--- config.mk ---
export PLATFORM = sky130hd
export DESIGN_NAME = uart_ctrl_regs
export DESIGN_NICKNAME = d
export VERILOG_FILES = /design/src/rtl/uart_ctrl_regs.sv
export SDC_FILE = /design/constraint.sdc
export NUM_CORES = 1
export LEC_CHECK = 0
export CORE_AREA = 2 2 118 120
export CTS_BUF_LIST = sky130_fd_sc_hd__clkbuf_8
export CTS_CLUSTER_SIZE = 30
export DETAILED_ROUTE_END_ITERATION = 8
export DIE_AREA = 0 0 120 122
export GPL_TIMING_DRIVEN = 0
export PLACE_DENSITY = 0.62
export SYNTH_ARGS = -nofsm -noshare
export SYNTH_HDL_FRONTEND = slang
export SYNTH_SLANG_ARGS = --single-unit
--- constraint.sdc ---
create_clock -name clk -period 4.7 [get_ports clk]
set_input_delay 0.94 -clock clk [delete_from_list [all_inputs] [get_ports clk]]
set_output_delay 0.94 -clock clk [all_outputs]
set_load 0.1 [all_outputs]
--- src/rtl/uart_ctrl_regs.sv ---
// UART register/sequencing controller: CTRL shadow with idle-gated apply,
// TX and RX byte FIFOs, and a registered single-cycle read port.
module uart_ctrl_regs #(
  parameter int DEPTH = 4
) (
  input  logic        clk,
  input  logic        rst,
  input  logic [1:0]  addr,
  input  logic        wr_en,
  input  logic        rd_en,
  input  logic [15:0] wdata,
  output logic [15:0] rdata,
  output logic        rd_valid,
  output logic [10:0] cfg,
  output logic [7:0]  tx_data,
  output logic        tx_valid,
  input  logic        tx_ready,
  input  logic        tx_busy,
  input  logic [7:0]  rx_data,
  input  logic        rx_valid,
  input  logic        rx_busy
);

  typedef struct packed {
    logic [7:0] br_div;
    logic       word;
    logic       stop;
    logic       en;
  } config_t;

  typedef struct packed {
    logic [1:0] rsvd;
    logic       cfg_pending;
    logic       txf;
    logic       rxe;
    config_t    cfg;
  } ctrl_reg_t;

  localparam int PW = $clog2(DEPTH);
  localparam int CW = $clog2(DEPTH + 1);
  localparam logic [CW-1:0] FULL_COUNT = CW'(DEPTH);
  localparam int TXF = 0;
  localparam int RXF = 1;

  config_t    shadow_reg;
  config_t    cfg_reg;
  logic       cfg_pending_reg;
  logic       ctrl_wr;
  logic       cfg_apply;
  ctrl_reg_t  ctrl_rd;
  logic [15:0] rdata_reg;
  logic        rd_valid_reg;

  logic [1:0] push_req;
  logic [1:0] pop_req;
  logic [1:0] push_ok;
  logic [1:0] fifo_full;
  logic [1:0] fifo_empty;
  logic [7:0] fifo_din  [2];
  logic [7:0] fifo_head [2];

  logic unused_wdata_bits;
  assign unused_wdata_bits = ^wdata[15:11];

  assign ctrl_wr   = wr_en && (addr == 2'd0);
  assign cfg_apply = cfg_pending_reg && !tx_busy && !rx_busy;

  // A write landing on an apply edge goes straight to the engines.
  always_ff @(posedge clk or posedge rst) begin
    if (rst) begin
      shadow_reg      <= '0;
      cfg_reg         <= '0;
      cfg_pending_reg <= 1'b0;
    end else if (ctrl_wr) begin
      shadow_reg <= wdata[10:0];
      if (cfg_apply) begin
        cfg_reg         <= wdata[10:0];
        cfg_pending_reg <= 1'b0;
      end else begin
        cfg_pending_reg <= 1'b1;
      end
    end else if (cfg_apply) begin
      cfg_reg         <= shadow_reg;
      cfg_pending_reg <= 1'b0;
    end
  end

  assign tx_valid = !fifo_empty[TXF] && cfg_reg.en;
  assign tx_data  = fifo_head[TXF];
  assign cfg      = cfg_reg;

  assign push_req     = {rx_valid, wr_en && (addr == 2'd1)};
  assign pop_req      = {rd_en && (addr == 2'd2) && !fifo_empty[RXF], tx_valid && tx_ready};
  assign fifo_din[TXF] = wdata[7:0];
  assign fifo_din[RXF] = rx_data;

  genvar gi;
  generate
    for (gi = 0; gi < 2; gi++) begin : g_fifo
      logic [7:0]    mem [DEPTH];
      logic [PW-1:0] wr_ptr_reg;
      logic [PW-1:0] rd_ptr_reg;
      logic [CW-1:0] count_reg;

      assign fifo_full[gi]  = (count_reg == FULL_COUNT);
      assign fifo_empty[gi] = (count_reg == '0);
      assign fifo_head[gi]  = mem[rd_ptr_reg];
      // A pop frees the slot in the same edge, so a full FIFO can still take a push.
      assign push_ok[gi]    = push_req[gi] && (!fifo_full[gi] || pop_req[gi]);

      always_ff @(posedge clk) begin
        if (push_ok[gi]) mem[wr_ptr_reg] <= fifo_din[gi];
      end

      always_ff @(posedge clk or posedge rst) begin
        if (rst) begin
          wr_ptr_reg <= '0;
          rd_ptr_reg <= '0;
          count_reg  <= '0;
        end else begin
          if (push_ok[gi]) wr_ptr_reg <= wr_ptr_reg + 1'b1;
          if (pop_req[gi]) rd_ptr_reg <= rd_ptr_reg + 1'b1;
          if (push_ok[gi] && !pop_req[gi]) begin
            count_reg <= count_reg + 1'b1;
          end else if (!push_ok[gi] && pop_req[gi]) begin
            count_reg <= count_reg - 1'b1;
          end
        end
      end
    end
  endgenerate

  always_comb begin
    ctrl_rd             = '0;
    ctrl_rd.cfg_pending = cfg_pending_reg;
    ctrl_rd.txf         = fifo_full[TXF];
    ctrl_rd.rxe         = fifo_empty[RXF];
    ctrl_rd.cfg         = shadow_reg;
  end

  always_ff @(posedge clk or posedge rst) begin
    if (rst) begin
      rdata_reg    <= '0;
      rd_valid_reg <= 1'b0;
    end else begin
      rd_valid_reg <= rd_en;
      rdata_reg    <= '0;
      if (rd_en) begin
        unique case (addr)
          2'd0:    rdata_reg <= ctrl_rd;
          2'd2:    if (!fifo_empty[RXF]) rdata_reg <= {8'h00, fifo_head[RXF]};
          default: rdata_reg <= '0;
        endcase
      end
    end
  end

  assign rdata    = rdata_reg;
  assign rd_valid = rd_valid_reg;

endmodule

# Word level (Yosys, flattened, before mapping)
# Memories as Yosys holds them, arrays and structs flattened.
# Cells that the tools add are included.
# word_totals
elab_cells,80
in_bits,34
regBits,54
mem_count,2
ram_bits,64
# classes
mux,17
n_reduce_logical,32
addsub,8
eq_ne,4
# memory_table
name,depth,word_bits,read_ports,rd_ports_with_merged_regs,write_ports,line,source
g_fifo[0].mem,4,8,1,0,1,100,logic [7:0] mem [DEPTH];
g_fifo[1].mem,4,8,1,0,1,100,
# ops
op,count
11-bit two-way mux,3
14-bit one-hot mux with 2 select lines,1
1-bit logical AND,14
14-bit two-way mux,1
3-bit two-way mux,4
1-bit zero test,10
"2-bit by 1-bit adder with 2-bit output, second input constant",4
8-bit two-way mux,1
1-bit two-way mux,7
"3-bit by 1-bit adder with 3-bit output, second input constant",2
"3-bit equality test, second input constant",2
3-bit zero test,2
2-bit nonzero test,3
"3-bit by 1-bit subtractor with 3-bit output, second input constant",2
"2-bit by 1-bit equality test with 1-bit output, second input constant",1
"2-bit equality test, second input constant",1
2-bit zero test,1
1-bit logical OR,2

# Longest topological paths before layout
# Gate-level depths: netlist of the first run.
# logic_depth
ltp_word,10
depth_mapped,9
ltp_nobuf,9

# Worst setup path after synthesis of the first run
# OpenSTA, ideal clock, no wires.
# synth_path
path_type,register to output
startpoint,register cfg_reg (netlist bit cfg[0])
endpoint,output port tx_valid
arrival_ns,1.886
setup_slack_ns,1.874
required_ns,3.760
path_stages_with_launch,2
n_path_buf,0
cell_sequence,dfrtp_1 > o31a_1
# synth_between
elab_chain_cells,1
# synth_rtl
item,line,source
start: declaration,46,config_t cfg_reg;
start signal: assignment,77,cfg_reg <= wdata[10:0];
start signal: assignment,83,cfg_reg <= shadow_reg;
1-bit logical AND,88,assign tx_valid = !fifo_empty[TXF] && cfg_reg.en;
end: declaration,16,"output logic tx_valid,"
# No other way between the ends.

# Worst setup path in the final report of the first run
# layout_path
startpoint,register g_fifo[0].rd_ptr_reg[1]
endpoint,output port tx_data[7]
# layout_between
elab_chain_cells,1
# layout_rtl
item,line,source
start: declaration,102,logic [PW-1:0] rd_ptr_reg;
start signal: assignment,122,if (pop_req[gi]) rd_ptr_reg <= rd_ptr_reg + 1'b1;
memory read 4 x 8 bit,-,
end: declaration,15,"output logic [7:0] tx_data,"
# No other way between the ends.

==> impl_table.tex, run 1 <==
\begin{tabular}{lr}
\hline
Metric & Value \\
\hline
\multicolumn{2}{l}{\textbf{Outcome}} \\
\quad Run status & completed \\
\multicolumn{2}{l}{\textbf{Yosys}} \\
\quad Most common cell in the synthesized netlist & sky130\_fd\_sc\_hd\_\_edfxtp\_1 \\
\quad Area of the mapped netlist & 4600 sq um \\
\quad Post-Syn Area per Cell & 18.9 sq um \\
\quad Largest cells by area after synthesis & sky130\_fd\_sc\_hd\_\_edfxtp\_1 (42\%), sky130\_fd\_sc\_hd\_\_dfrtp\_1 (28\%), sky130\_fd\_sc\_hd\_\_mux4\_2 (7.8\%) \\
\quad Number of standard cells after synthesis & 244 \\
\quad Share of the synthesized area in compound gates (AO/OA/AOI/OAI) & 2.99\% \\
\quad Xor-xnor portion of the synthesized cell area & 2.28\% \\
\quad Share of synthesized area occupied by flip-flops and latches & 70.1\% \\
\quad Synthesized flop and latch total & 116 \\
\quad Fraction of registers with async set or reset after synthesis & 44.8\% \\
\quad Share of the synthesized area in the top cell type & 41.8\% \\
\quad Library cell occupying the most area in the post-synthesis netlist & sky130\_fd\_sc\_hd\_\_edfxtp\_1 \\
\quad Mux share of post-synthesis cell area & 14.9\% \\
\quad Count of warnings emitted by yosys & 0 \\
\quad Synthesized-area fraction occupied by adder cells & 3.59\% \\
\quad Most frequent cells after synthesis & sky130\_fd\_sc\_hd\_\_edfxtp\_1 (64), sky130\_fd\_sc\_hd\_\_dfrtp\_1 (52), sky130\_fd\_sc\_hd\_\_mux2\_2 (17) \\
\quad Combinational family with the most area after synthesis & multiplexers \\
\quad Share of synthesized cell area in and, or, nand and nor gates & 3.89\% \\
\quad Number of flops mapped to enable cells by yosys & 64 \\
\quad Most common flop cell mapped by yosys & sky130\_fd\_sc\_hd\_\_edfxtp\_1 \\
\quad Count of different cell masters after synthesis & 28 \\
\multicolumn{2}{l}{\textbf{Clock tree}} \\
\quad Worst-Skew Late Latency & 0.43 ns \\
\quad H-tree Lvls & 4 \\
\quad Number of resized instances in the post-cts repair step & 0 \\
\quad TritonCTS sink count & 116 \\
\quad TritonCTS clock tree & done \\
\quad Postcts setup bufs & 0 \\
\quad CTS root buffer & sky130\_fd\_sc\_hd\_\_clkbuf\_8 \\
\quad Bufs on Longest Clock Path & 2 \\
\quad CTS clk-pin slew, worst paths & 0.07 ns \\
\quad Post-CTS Hold Buffers & 0 \\
\quad Inserted Clock Buffers & 17 \\
\multicolumn{2}{l}{\textbf{STA}} \\
\quad Portion of the clock cycle consumed by the worst path in the final layout & 76.2\% \\
\quad Setup repair after global routing missed its margin & no \\
\quad Max Slew Vio Count & 0 \\
\quad Headroom to the max-slew limit & 32.5\% \\
\quad Clock skew & 0.00963 ns \\
\quad Slew @ Worst Pin & 1.01 ns \\
\quad Post-layout minimum cycle time & 3.58 ns \\
\quad Count of final setup violators & 0 \\
\quad Highest clock rate & 279 MHz \\
\quad Final hold vios & 0 \\
\quad Summed negative setup slack over all endpoints & 0 ns \\
\multicolumn{2}{l}{\textbf{Setup path}} \\
\quad Gate family responsible for the most delay along the worst path & buffers and inverters \\
\quad CP peak stage delay & 1.13 ns \\
\quad Source of the worst register-to-register timing path & g\_fifo[1].count\_reg[0] \\
\quad Endpoint required time on the critical path & 3.76 ns \\
\quad Critical Path Start & g\_fifo[0].rd\_ptr\_reg[1] \\
\quad Data arrival, critical path & 2.64 ns \\
\quad Highest fanout seen on the critical path & 9 \\
\quad Critical path's slowest cell & sky130\_fd\_sc\_hd\_\_clkdlybuf4s50\_1 \\
\quad Nature of the critical path endpoint & primary output \\
\quad Startpoint type of the worst setup path & flop \\
\quad Critical path, cell by cell & buf\_1, mux4\_2, clkdlybuf4s50\_1 \\
\quad Type of the worst setup path & reg2out \\
\quad Worst Path Buf+Inv & 2 \\
\multicolumn{2}{l}{\textbf{GRT}} \\
\quad Initial antenna violation count & 0 \\
\quad Pin count of the biggest net entering global routing & 35 \\
\quad Total global routing track utilization & 12.7\% \\
\quad Wire length of the first global-routing pass & 13.7 mm \\
\quad Remaining Overflow, GRT & 0 \\
\quad Via count of the first global-routing pass & 2550 \\
\multicolumn{2}{l}{\textbf{Final layout}} \\
\quad Final design instance area without fill & 5870 sq um \\
\quad \# diodes & 0 \\
\quad Max reg flops & 64 \\
\quad Net count of the finished layout & 374 \\
\quad Share of final-layout standard cells stronger than drive strength 1 & 25.5\% \\
\quad Area growth from synthesis to final layout & 27.6\% \\
\quad Final core utilization & 43.5\% \\
\multicolumn{2}{l}{\textbf{Placed design}} \\
\quad Half-perimeter wire length of the detailed placement result & 5.74 mm \\
\quad Cell area after placement & 5480 sq um \\
\quad Port-buffer cells & 63 \\
\quad Weighted congestion at the end of routability-driven global placement & 0.721 \\
\multicolumn{2}{l}{\textbf{Routing}} \\
\quad Wire per inst & 15.9 um \\
\quad Avg Vias per Cell & 4.48 \\
\quad Violation count after the first detailed-route iteration & 119 \\
\quad Number of search-and-repair iterations in the first detailed-routing pass & 4 \\
\quad Total DRC errors in the routed layout & 0 \\
\quad Aggregate routed wire length & 8.26 mm \\
\quad Overall via count from detail\_route & 2333 \\
\quad Number of nets with antenna violations after detailed routing & 0 \\
\multicolumn{2}{l}{\textbf{Hold path}} \\
\quad Hold\_sp & ctrl\_rd[8] \\
\quad Min-delay worst type & reg2reg \\
\multicolumn{2}{l}{\textbf{Floorplan}} \\
\quad Rows & 43 \\
\quad Starting Density & 34.1\% \\
\quad Die area & 14600 sq um \\
\quad Horizontal extent of the die & 120 um \\
\quad IO Count & 71 \\
\quad Die boundary height & 122 um \\
\quad Core ar. & 13500 sq um \\
\multicolumn{2}{l}{\textbf{Pwr}} \\
\quad Power density relative to cell area & 677 nW/um\^{}2 \\
\quad Power after layout & 3980 uW \\
\quad Highest ir drop seen on vdd & 206 uV \\
\quad Leakage power & 0.00223 uW \\
\multicolumn{2}{l}{\textbf{Job}} \\
\quad Max capacitance violation total & 0 \\
\hline
\end{tabular}
==> path summary, 6_finish.rpt <==
check                                           to  slack (ns)  depth (start not counted)
max in group asynchronous               ctrl_rd[1]        3.35                          3
setup reg to reg            g_fifo[1].count_reg[2]        2.49                          9
min in group asynchronous  g_fifo[0].rd_ptr_reg[1]        0.83                          2
setup / recovery                        tx_data[7]        1.12                          3
hold reg to reg                           rdata[8]        0.49                          1
hold / removal                            rdata[8]        0.49                          1
==> through the flow <==
stage               setup WS (ns)  hold slack [ns]  instances
CTS                          1.06            0.487        521
global route                 1.02            0.500        521
detailed placement           1.39            0.473        489
global placement             1.39            0.469        488
finish                       1.12            0.486        521
floorplan                    1.87            0.449        245
==> per-layer routing <==
| layer | wire, um | GRT usage (%) | share of wire (%) |
|---|---|---|---|
| met5 | 0 | 0 | 0 |
| met4 | 161 | 5.22 | 1.9 |
| met3 | 430 | 4.87 | 5.2 |
| met2 | 4250 | 21.1 | 51 |
| met1 | 3420 | 14.8 | 41 |
==> where the power goes <==
part	internal, uW	switching, uW	leakage [uW]
Clock	473	422	0.000190
Combinational	524	1130	0.000815
Sequential	1300	132	0.00122
==> placed cells by master (no fill, tap or decap), types with 2 or more instances in the layout <==
cell type and instances:
sky130_fd_sc_hd__mux4_2 16, sky130_fd_sc_hd__clkdlybuf4s50_1 63, sky130_fd_sc_hd__a22o_1 8, sky130_fd_sc_hd__clkinvlp_4 3
sky130_fd_sc_hd__buf_6 2, sky130_fd_sc_hd__clkinv_4 5, sky130_fd_sc_hd__inv_1 9, sky130_fd_sc_hd__buf_1 2
sky130_fd_sc_hd__mux2_4 9, sky130_fd_sc_hd__fa_1 2, sky130_fd_sc_hd__nor2_1 7, sky130_fd_sc_hd__clkinv_2 2
sky130_fd_sc_hd__xnor2_1 5, sky130_fd_sc_hd__and2_1 13, sky130_fd_sc_hd__nor3b_1 3, sky130_fd_sc_hd__inv_6 2
sky130_fd_sc_hd__ha_1 10, sky130_fd_sc_hd__bufinv_16 2, sky130_fd_sc_hd__edfxtp_1 64, sky130_fd_sc_hd__nand3b_1 2
sky130_fd_sc_hd__xor2_1 7, sky130_fd_sc_hd__mux2_2 17, sky130_fd_sc_hd__conb_1 2, sky130_fd_sc_hd__a31oi_4 2
sky130_fd_sc_hd__dfrtp_1 52, sky130_fd_sc_hd__buf_4 3, sky130_fd_sc_hd__clkbuf_8 17, sky130_fd_sc_hd__buf_2 2
==> layout make-up <==
class	instances	area, sq um
well taps	180	225
fillers	1180	7630
plain buffers	9	62.6
clock buffers	17	234
clock inverters	15	158
flip-flops and latches	116	3220
repair buffers	64	651
multi-input cells	110	1280
inverters	10	37.5
==> cells by family after synthesis <==
logic type / after synthesis
AOI/OAI and AO/OA: 12
xor gates and xnor gates: 12
adders and majority gates: 12
buffers and inverters: 19
DFF: 116
muxes: 42
other: 1
and+or+nand+nor: 30
Note: power is estimated with default switching activity, not from simulation.
==> run 2, diff against run 1 <==
--- a/config.mk
+++ b/config.mk
@@ -11,7 +11,7 @@
 export DETAILED_ROUTE_END_ITERATION = 8
 export DIE_AREA = 0 0 120 122
 export GPL_TIMING_DRIVEN = 0
-export PLACE_DENSITY = 0.62
+export PLACE_DENSITY = 0.64
 export SYNTH_ARGS = -nofsm -noshare
 export SYNTH_HDL_FRONTEND = slang
 export SYNTH_SLANG_ARGS = --single-unit
==> constraint.sdc (replaced) <==
create_clock -name clk -period 3.1 [get_ports clk]
set_input_delay 0.62 -clock clk [delete_from_list [all_inputs] [get_ports clk]]
set_output_delay 0.62 -clock clk [all_outputs]
set_load 0.1 [all_outputs]
==> impl_table.tex, run 2 (synthesis gave the netlist of run 1 again) <==
\begin{tabular}{lr}
\hline
Metric & Value \\
\hline
\multicolumn{2}{l}{\textbf{Outcome}} \\
\quad Run status & completed \\
\multicolumn{2}{l}{\textbf{Hold path}} \\
\quad Min-delay worst type & in2async \\
\multicolumn{2}{l}{\textbf{Final layout}} \\
\quad Area growth from synthesis to final layout & 28.9\% \\
\quad Final Non-Filler Cells & 521 (unchanged) \\
\quad Leading cell type in the layout, fill and taps excluded & sky130\_fd\_sc\_hd\_\_edfxtp\_1 \\
\quad Net count of the finished layout & 374 (unchanged) \\
\quad Share of final-layout standard cells stronger than drive strength 1 & 25.5\% (unchanged) \\
\quad Final design instance area without fill & 5930 sq um (+0.96\%) \\
\quad Most frequent cells in the layout & sky130\_fd\_sc\_hd\_\_edfxtp\_1 (64), sky130\_fd\_sc\_hd\_\_clkdlybuf4s50\_1 (55), sky130\_fd\_sc\_hd\_\_dfrtp\_1 (52) \\
\quad \# diodes & 0 (unchanged) \\
\quad Max reg flops & 64 (unchanged) \\
\quad Filler instances & 1198 (+1.5\%) \\
\multicolumn{2}{l}{\textbf{Pwr}} \\
\quad Internal portion of total power & 3700 uW (+61\%) \\
\quad Highest ir drop seen on vdd & 321 uV (+56\%) \\
\quad Net Sw Power & 2490 uW (+48\%) \\
\quad Register share of total power & 34.9\% (-1.1 points) \\
\quad Power after layout & 6190 uW (+56\%) \\
\quad Switching Share & 40.2\% (-2.0 points) \\
\quad Portion of total power attributed to the clock network & 25.4\% (+2.9 points) \\
\quad Power density relative to cell area & 1040 nW/um\^{}2 (+54\%) \\
\quad Leakage power & 0.00228 uW (+2.2\%) \\
\quad Power share of the combinational group & 39.7\% (-1.8 points) \\
\multicolumn{2}{l}{\textbf{STA}} \\
\quad Setup repair after global routing missed its margin & no \\
\quad Max Slew Vio Count & 0 (unchanged) \\
\quad Portion of the clock cycle consumed by the worst path in the final layout & 95.5\% \\
\quad Slew @ Worst Pin & 1.01 ns (+0.000820 ns) \\
\quad Clock skew & 0.0102 ns (+0.000538 ns) \\
\quad Summed negative setup slack over all endpoints & 0 ns (unchanged) \\
\quad Headroom to the max-slew limit & 32.5\% (-0.055 points) \\
\quad Post-layout minimum cycle time & 2.96 ns \\
\quad Highest clock rate & 338 MHz \\
\quad Final hold vios & 0 (unchanged) \\
\quad Worst hold margin & 0.485 ns (-0.000859 ns) \\
\quad Count of final setup violators & 0 (unchanged) \\
\multicolumn{2}{l}{\textbf{Setup path}} \\
\quad Path depth of the worst reg2reg path & 9 (unchanged) \\
\quad Nature of the critical path endpoint & primary output \\
\quad Startpoint type of the worst setup path & flop \\
\quad Endpoint required time on the critical path & 2.48 ns (-1.28 ns) \\
\quad Type of the worst setup path & reg2out \\
\quad Highest fanout seen on the critical path & 10 (+1) \\
\quad Critical path, cell by cell & buf\_2, mux4\_2, clkdlybuf4s15\_1 \\
\quad CP peak stage delay & 0.73 ns (-0.40 ns) \\
\quad Gate family responsible for the most delay along the worst path & buffers and inverters \\
\quad Critical path's slowest cell & sky130\_fd\_sc\_hd\_\_clkdlybuf4s15\_1 \\
\quad Data arrival, critical path & 2.34 ns (-0.30 ns) \\
\quad Critical Path Stages & 3 (unchanged) \\
\quad Worst Path Buf+Inv & 2 (unchanged) \\
\quad Reg2reg setup slack & 0.88 ns (-1.61 ns) \\
\multicolumn{2}{l}{\textbf{Placed design}} \\
\quad Port-buffer cells & 63 (unchanged) \\
\quad Cell area after placement & 5480 sq um (unchanged) \\
\quad Total instance count after detailed placement & 489 (unchanged) \\
\quad Half-perimeter wire length of the detailed placement result & 5.71 mm (-0.49\%) \\
\quad Weighted congestion at the end of routability-driven global placement & 0.721 (about the same) \\
\multicolumn{2}{l}{\textbf{Clock tree}} \\
\quad CTS clk-pin slew, worst paths & 0.06 ns (about the same) \\
\quad Inserted Clock Buffers & 17 (unchanged) \\
\quad TritonCTS sink count & 116 (unchanged) \\
\quad TritonCTS clock tree & done \\
\quad Worst-Skew Late Latency & 0.43 ns (about the same) \\
\quad Bufs on Longest Clock Path & 2 (unchanged) \\
\quad Postcts setup bufs & 0 (unchanged) \\
\quad H-tree Lvls & 4 (unchanged) \\
\quad CTS root buffer & sky130\_fd\_sc\_hd\_\_clkbuf\_8 \\
\quad Post-CTS Hold Buffers & 0 (unchanged) \\
\multicolumn{2}{l}{\textbf{Job}} \\
\quad Max capacitance violation total & 0 (unchanged) \\
\multicolumn{2}{l}{\textbf{GRT}} \\
\quad Wire length of the first global-routing pass & 12.9 mm (-5.8\%) \\
\quad Via count of the first global-routing pass & 2488 (-2.4\%) \\
\quad Remaining Overflow, GRT & 0 (unchanged) \\
\quad Total global routing track utilization & 12.1\% (-0.57 points) \\
\quad Pin count of the biggest net entering global routing & 38 (+8.6\%) \\
\quad Initial antenna violation count & 0 (unchanged) \\
\multicolumn{2}{l}{\textbf{Floorplan}} \\
\quad Core ar. & 13500 sq um (unchanged) \\
\quad Horizontal extent of the die & 120 um (unchanged) \\
\quad Starting Density & 34.1\% (unchanged) \\
\quad Die area & 14600 sq um (unchanged) \\
\quad IO Count & 71 (unchanged) \\
\quad Rows & 43 (unchanged) \\
\quad Die boundary height & 122 um (unchanged) \\
\multicolumn{2}{l}{\textbf{Routing}} \\
\quad Total DRC errors in the routed layout & 0 (unchanged) \\
\quad Avg Vias per Cell & 4.44 (-0.94\%) \\
\quad Overall via count from detail\_route & 2311 (-0.94\%) \\
\quad Aggregate routed wire length & 8.06 mm (-2.4\%) \\
\quad Number of search-and-repair iterations in the first detailed-routing pass & 4 (unchanged) \\
\quad Violation count after the first detailed-route iteration & 241 (+100\%) \\
\quad Number of nets with antenna violations after detailed routing & 0 (unchanged) \\
\quad Wire per inst & 15.5 um (-2.4\%) \\
\hline
\end{tabular}
==> run 2: changes by cell type in the layout (fill, tap and decap cells not counted), sizes merged, moves of 2 or more <==
cell / before / now
bufinv: 2 / 5
clkbuf: 17 / 19
clkdlybuf4s15: 0 / 4
clkdlybuf4s50: 63 / 55
clkinv: 8 / 3
dlygate4sd2: 0 / 3
inv: 12 / 14
==> run 2: metrics by stage <==
step	setup slack, ns	utilization [%]
final	0.139	43.9
after global routing	0.00360	43.9
after CTS	0.0193	43.9
after detailed placement	0.0792	40.6
after global placement	0.0894	40.4
after floorplan	0.564	-
==> run 2: worst paths after layout <==
path	start	to
max in group asynchronous	rst	ctrl_rd[5]
min reg2reg	ctrl_rd[10]	rdata[10]
max reg2reg	g_fifo[1].count_reg[0]	g_fifo[1].count_reg[2]
max	g_fifo[0].rd_ptr_reg[0]	tx_data[2]
min	rst	cfg[9]
min in group clk	ctrl_rd[10]	rdata[10]
==> run 2: layout make-up <==
cell class / instances / area, sq um / area share (%)
Buffer: 9 / 62.6 / 1.06
Clock buffer: 18 / 248 / 4.18
Inverter: 10 / 37.5 / 0.633
Timing Repair Buffer: 64 / 642 / 10.8
Tap cell: 180 / 225 / 3.80
Multi-Input combinational cell: 110 / 1280 / 21.6
Sequential cell: 116 / 3220 / 54.4
Clock inverter: 14 / 209 / 3.52
==> run 2: power groups by stage <==
stage	clock network [uW]	logic, uW	registers (uW)
global route	1680	2600	2210
detailed placement	0	2530	2200
CTS	1600	2490	2170
finish	1570	2460	2160
global placement	0	2490	2180
floorplan	0	1320	2820
==> run 2: layer usage <==
metal	global-route usage, %	part of all wire [%]	up-vias
li1	-	-	1077
met1	14.0	42	1170
met2	20.0	52	54
met3	4.78	5.0	10
met4	5.51	1.4	0
met5	0	0	-
==> run 2: what timing repair did <==
item                       CTS  global route
hold endpoints to repair     0             0
setup endpoints to repair    8             5
gates resized for setup      8             6
==> run 3, diff against run 2 <==
--- a/config.mk
+++ b/config.mk
@@ -12,6 +12,7 @@
 export DIE_AREA = 0 0 120 122
 export GPL_TIMING_DRIVEN = 0
 export PLACE_DENSITY = 0.64
+export REMOVE_ABC_BUFFERS = 1
 export SYNTH_ARGS = -nofsm -noshare
 export SYNTH_HDL_FRONTEND = slang
 export SYNTH_SLANG_ARGS = --single-unit
==> impl_table.tex, run 3 (synthesis gave the netlist of run 1 again) <==
\begin{tabular}{lr}
\hline
Metric & Value \\
\hline
\multicolumn{2}{l}{\textbf{Clock tree}} \\
\quad Inserted Clock Buffers & 17 (unchanged) \\
\quad CTS clk-pin slew, worst paths & 0.06 ns (about the same) \\
\quad CTS root buffer & sky130\_fd\_sc\_hd\_\_clkbuf\_8 \\
\quad Worst-Skew Late Latency & 0.41 ns (-0.02 ns) \\
\quad Bufs on Longest Clock Path & 2 (unchanged) \\
\quad TritonCTS sink count & 116 (unchanged) \\
\quad H-tree Lvls & 4 (unchanged) \\
\quad Postcts setup bufs & 0 (unchanged) \\
\quad TritonCTS clock tree & done \\
\multicolumn{2}{l}{\textbf{Routing}} \\
\quad Wire per inst & 15.9 um (+2.6\%) \\
\quad Number of search-and-repair iterations in the first detailed-routing pass & 6 (+2) \\
\quad Violation count after the first detailed-route iteration & 129 (-46\%) \\
\quad Aggregate routed wire length & 8.16 mm (+1.2\%) \\
\quad Overall via count from detail\_route & 2312 (+0.043\%) \\
\quad Total DRC errors in the routed layout & 0 (unchanged) \\
\quad Avg Vias per Cell & 4.50 (+1.4\%) \\
\quad Number of nets with antenna violations after detailed routing & 0 (unchanged) \\
\multicolumn{2}{l}{\textbf{STA}} \\
\quad Count of final setup violators & 0 (unchanged) \\
\quad Final hold vios & 0 (unchanged) \\
\quad Highest clock rate & 341 MHz (+1.0\%) \\
\quad Post-layout minimum cycle time & 2.93 ns (-0.0297 ns) \\
\quad Portion of the clock cycle consumed by the worst path in the final layout & 94.5\% (-0.96 points) \\
\quad Setup repair after global routing missed its margin & no \\
\quad Clock skew & 0.00902 ns (-0.00115 ns) \\
\quad Headroom to the max-slew limit & 14.5\% (-18 points) \\
\quad Slew @ Worst Pin & 1.28 ns (+0.267 ns) \\
\quad Max Slew Vio Count & 0 (unchanged) \\
\quad Summed negative setup slack over all endpoints & 0 ns (unchanged) \\
\multicolumn{2}{l}{\textbf{Final layout}} \\
\quad Filler instances & 1178 (-1.7\%) \\
\quad Most frequent cells in the layout & sky130\_fd\_sc\_hd\_\_edfxtp\_1 (64), sky130\_fd\_sc\_hd\_\_clkdlybuf4s50\_1 (55), sky130\_fd\_sc\_hd\_\_dfrtp\_1 (52) \\
\quad Final Non-Filler Cells & 514 (-1.3\%) \\
\quad Leading cell type in the layout, fill and taps excluded & sky130\_fd\_sc\_hd\_\_edfxtp\_1 \\
\quad Max reg flops & 64 (unchanged) \\
\quad \# diodes & 0 (unchanged) \\
\quad Area growth from synthesis to final layout & 25.9\% \\
\quad Share of final-layout standard cells stronger than drive strength 1 & 24.6\% (-0.96 points) \\
\quad Net count of the finished layout & 367 (-1.9\%) \\
\multicolumn{2}{l}{\textbf{Pwr}} \\
\quad Power share of the combinational group & 39.5\% (-0.2 points) \\
\quad Leakage power & 0.00223 uW (-1.9\%) \\
\quad Highest ir drop seen on vdd & 294 uV (-8.3\%) \\
\quad Internal portion of total power & 3390 uW (-8.3\%) \\
\quad Register share of total power & 39.2\% (+4.3 points) \\
\quad Net Sw Power & 2430 uW (-2.2\%) \\
\quad Power density relative to cell area & 1010 nW/um\^{}2 (-3.7\%) \\
\quad Switching Share & 41.8\% (+1.6 points) \\
\quad Portion of total power attributed to the clock network & 21.3\% (-4.1 points) \\
\multicolumn{2}{l}{\textbf{Floorplan}} \\
\quad Die boundary height & 122 um (unchanged) \\
\quad IO Count & 71 (unchanged) \\
\quad Die area & 14600 sq um (unchanged) \\
\quad Rows & 43 (unchanged) \\
\quad Horizontal extent of the die & 120 um (unchanged) \\
\quad Core ar. & 13500 sq um (unchanged) \\
\quad Starting Density & 34.1\% (unchanged) \\
\multicolumn{2}{l}{\textbf{Setup path}} \\
\quad Data arrival, critical path & 2.31 ns (-0.03 ns) \\
\quad Nature of the critical path endpoint & primary output \\
\quad Endpoint required time on the critical path & 2.48 ns (about the same) \\
\quad Startpoint type of the worst setup path & flop \\
\quad Highest fanout seen on the critical path & 10 (unchanged) \\
\quad Type of the worst setup path & reg2out \\
\multicolumn{2}{l}{\textbf{GRT}} \\
\quad Total global routing track utilization & 11.8\% (-0.31 points) \\
\quad Initial antenna violation count & 0 (unchanged) \\
\quad Pin count of the biggest net entering global routing & 37 (-2.6\%) \\
\quad Remaining Overflow, GRT & 0 (unchanged) \\
\quad Wire length of the first global-routing pass & 12.7 mm (-1.4\%) \\
\quad Via count of the first global-routing pass & 2402 (-3.5\%) \\
\multicolumn{2}{l}{\textbf{Placed design}} \\
\quad Half-perimeter wire length of the detailed placement result & 5.70 mm (about the same) \\
\quad Weighted congestion at the end of routability-driven global placement & 0.716 (-0.78\%) \\
\quad Port-buffer cells & 63 (unchanged) \\
\quad Total instance count after detailed placement & 482 (-1.4\%) \\
\multicolumn{2}{l}{\textbf{Hold path}} \\
\quad Min-delay worst type & reg2reg \\
\multicolumn{2}{l}{\textbf{Outcome}} \\
\quad Run status & completed \\
\multicolumn{2}{l}{\textbf{Job}} \\
\quad Max capacitance violation total & 0 (unchanged) \\
\hline
\end{tabular}
[run 3: what timing repair did]
action | in CTS | in global routing
resized for setup | 8 | 6
endpoints found under the setup margin | 8 | 3
hold buffers | 0 | 0
[run 3: layout make-up]
| class | count | area [sq um] | share of cell area, % |
|---|---|---|---|
| Sequential cell | 116 | 3220 | 55.6 |
| Multi-Input combinational cell | 110 | 1290 | 22.3 |
| Timing Repair Buffer | 66 | 652 | 11.3 |
| Clock buffer | 21 | 289 | 4.99 |
| Tap cell | 180 | 225 | 3.89 |
| Clock inverter | 11 | 73.8 | 1.27 |
| Inverter | 10 | 37.5 | 0.648 |
[run 3: power by group through the flow]
stage | registers (uW) | logic, uW | clock network [uW]
detailed placement | 2330 | 2370 | 0
finish | 2280 | 2300 | 1240
global placement | 2310 | 2330 | 0
global route | 2340 | 2420 | 1340
CTS | 2300 | 2330 | 1270
floorplan | 2900 | 1210 | 0
[run 3: stage by stage]
step | instance area [sq um] | hold slack, ns | setup slack [ns] | utilization [%] | total power (uW)
2_1_floorplan | 4540 | 0.449 | 0.564 | - | 4110
3_3_place_gp | 5400 | 0.471 | -0.0670 | 40.0 | 4640
3_5_place_dp | 5450 | 0.474 | 0.0337 | 40.4 | 4700
4_1_cts | 5800 | 0.491 | 0.0654 | 43.0 | 5910
5_1_grt | 5790 | 0.513 | 0.0119 | 42.9 | 6100
6_report | 5790 | 0.489 | 0.169 | 42.9 | 5830
[run 3: layer usage]
layer | vias up | routed length [um] | global-route usage (%)
li1 | 1057 | - | -
met1 | 1187 | 3580 | 14.5
met2 | 61 | 4040 | 18.7
met3 | 7 | 454 | 4.87
met4 | 0 | 84 | 4.63
met5 | - | 0 | 0
[run 3: final timing paths]
kind	startpoint	endpoint	slack, ns	cells after the start
worst min register to register	ctrl_rd[9]	rdata[9]	0.49	1
worst max register to register	g_fifo[1].count_reg[0]	g_fifo[1].count_reg[2]	0.89	9
worst max-delay path	g_fifo[0].rd_ptr_reg[0]	tx_data[1]	0.17	2
min in group asynchronous	rst	rdata[10]	0.51	2
worst min-delay path	ctrl_rd[9]	rdata[9]	0.49	1
max in group asynchronous	rst	rdata[1]	2.07	3
[run 3: worst max-delay path, stage by stage, from the launching register on]
cell and delay (ns):
sky130_fd_sc_hd__dfrtp_1 0.72, sky130_fd_sc_hd__mux4_2 0.33, sky130_fd_sc_hd__dlygate4sd2_1 0.85
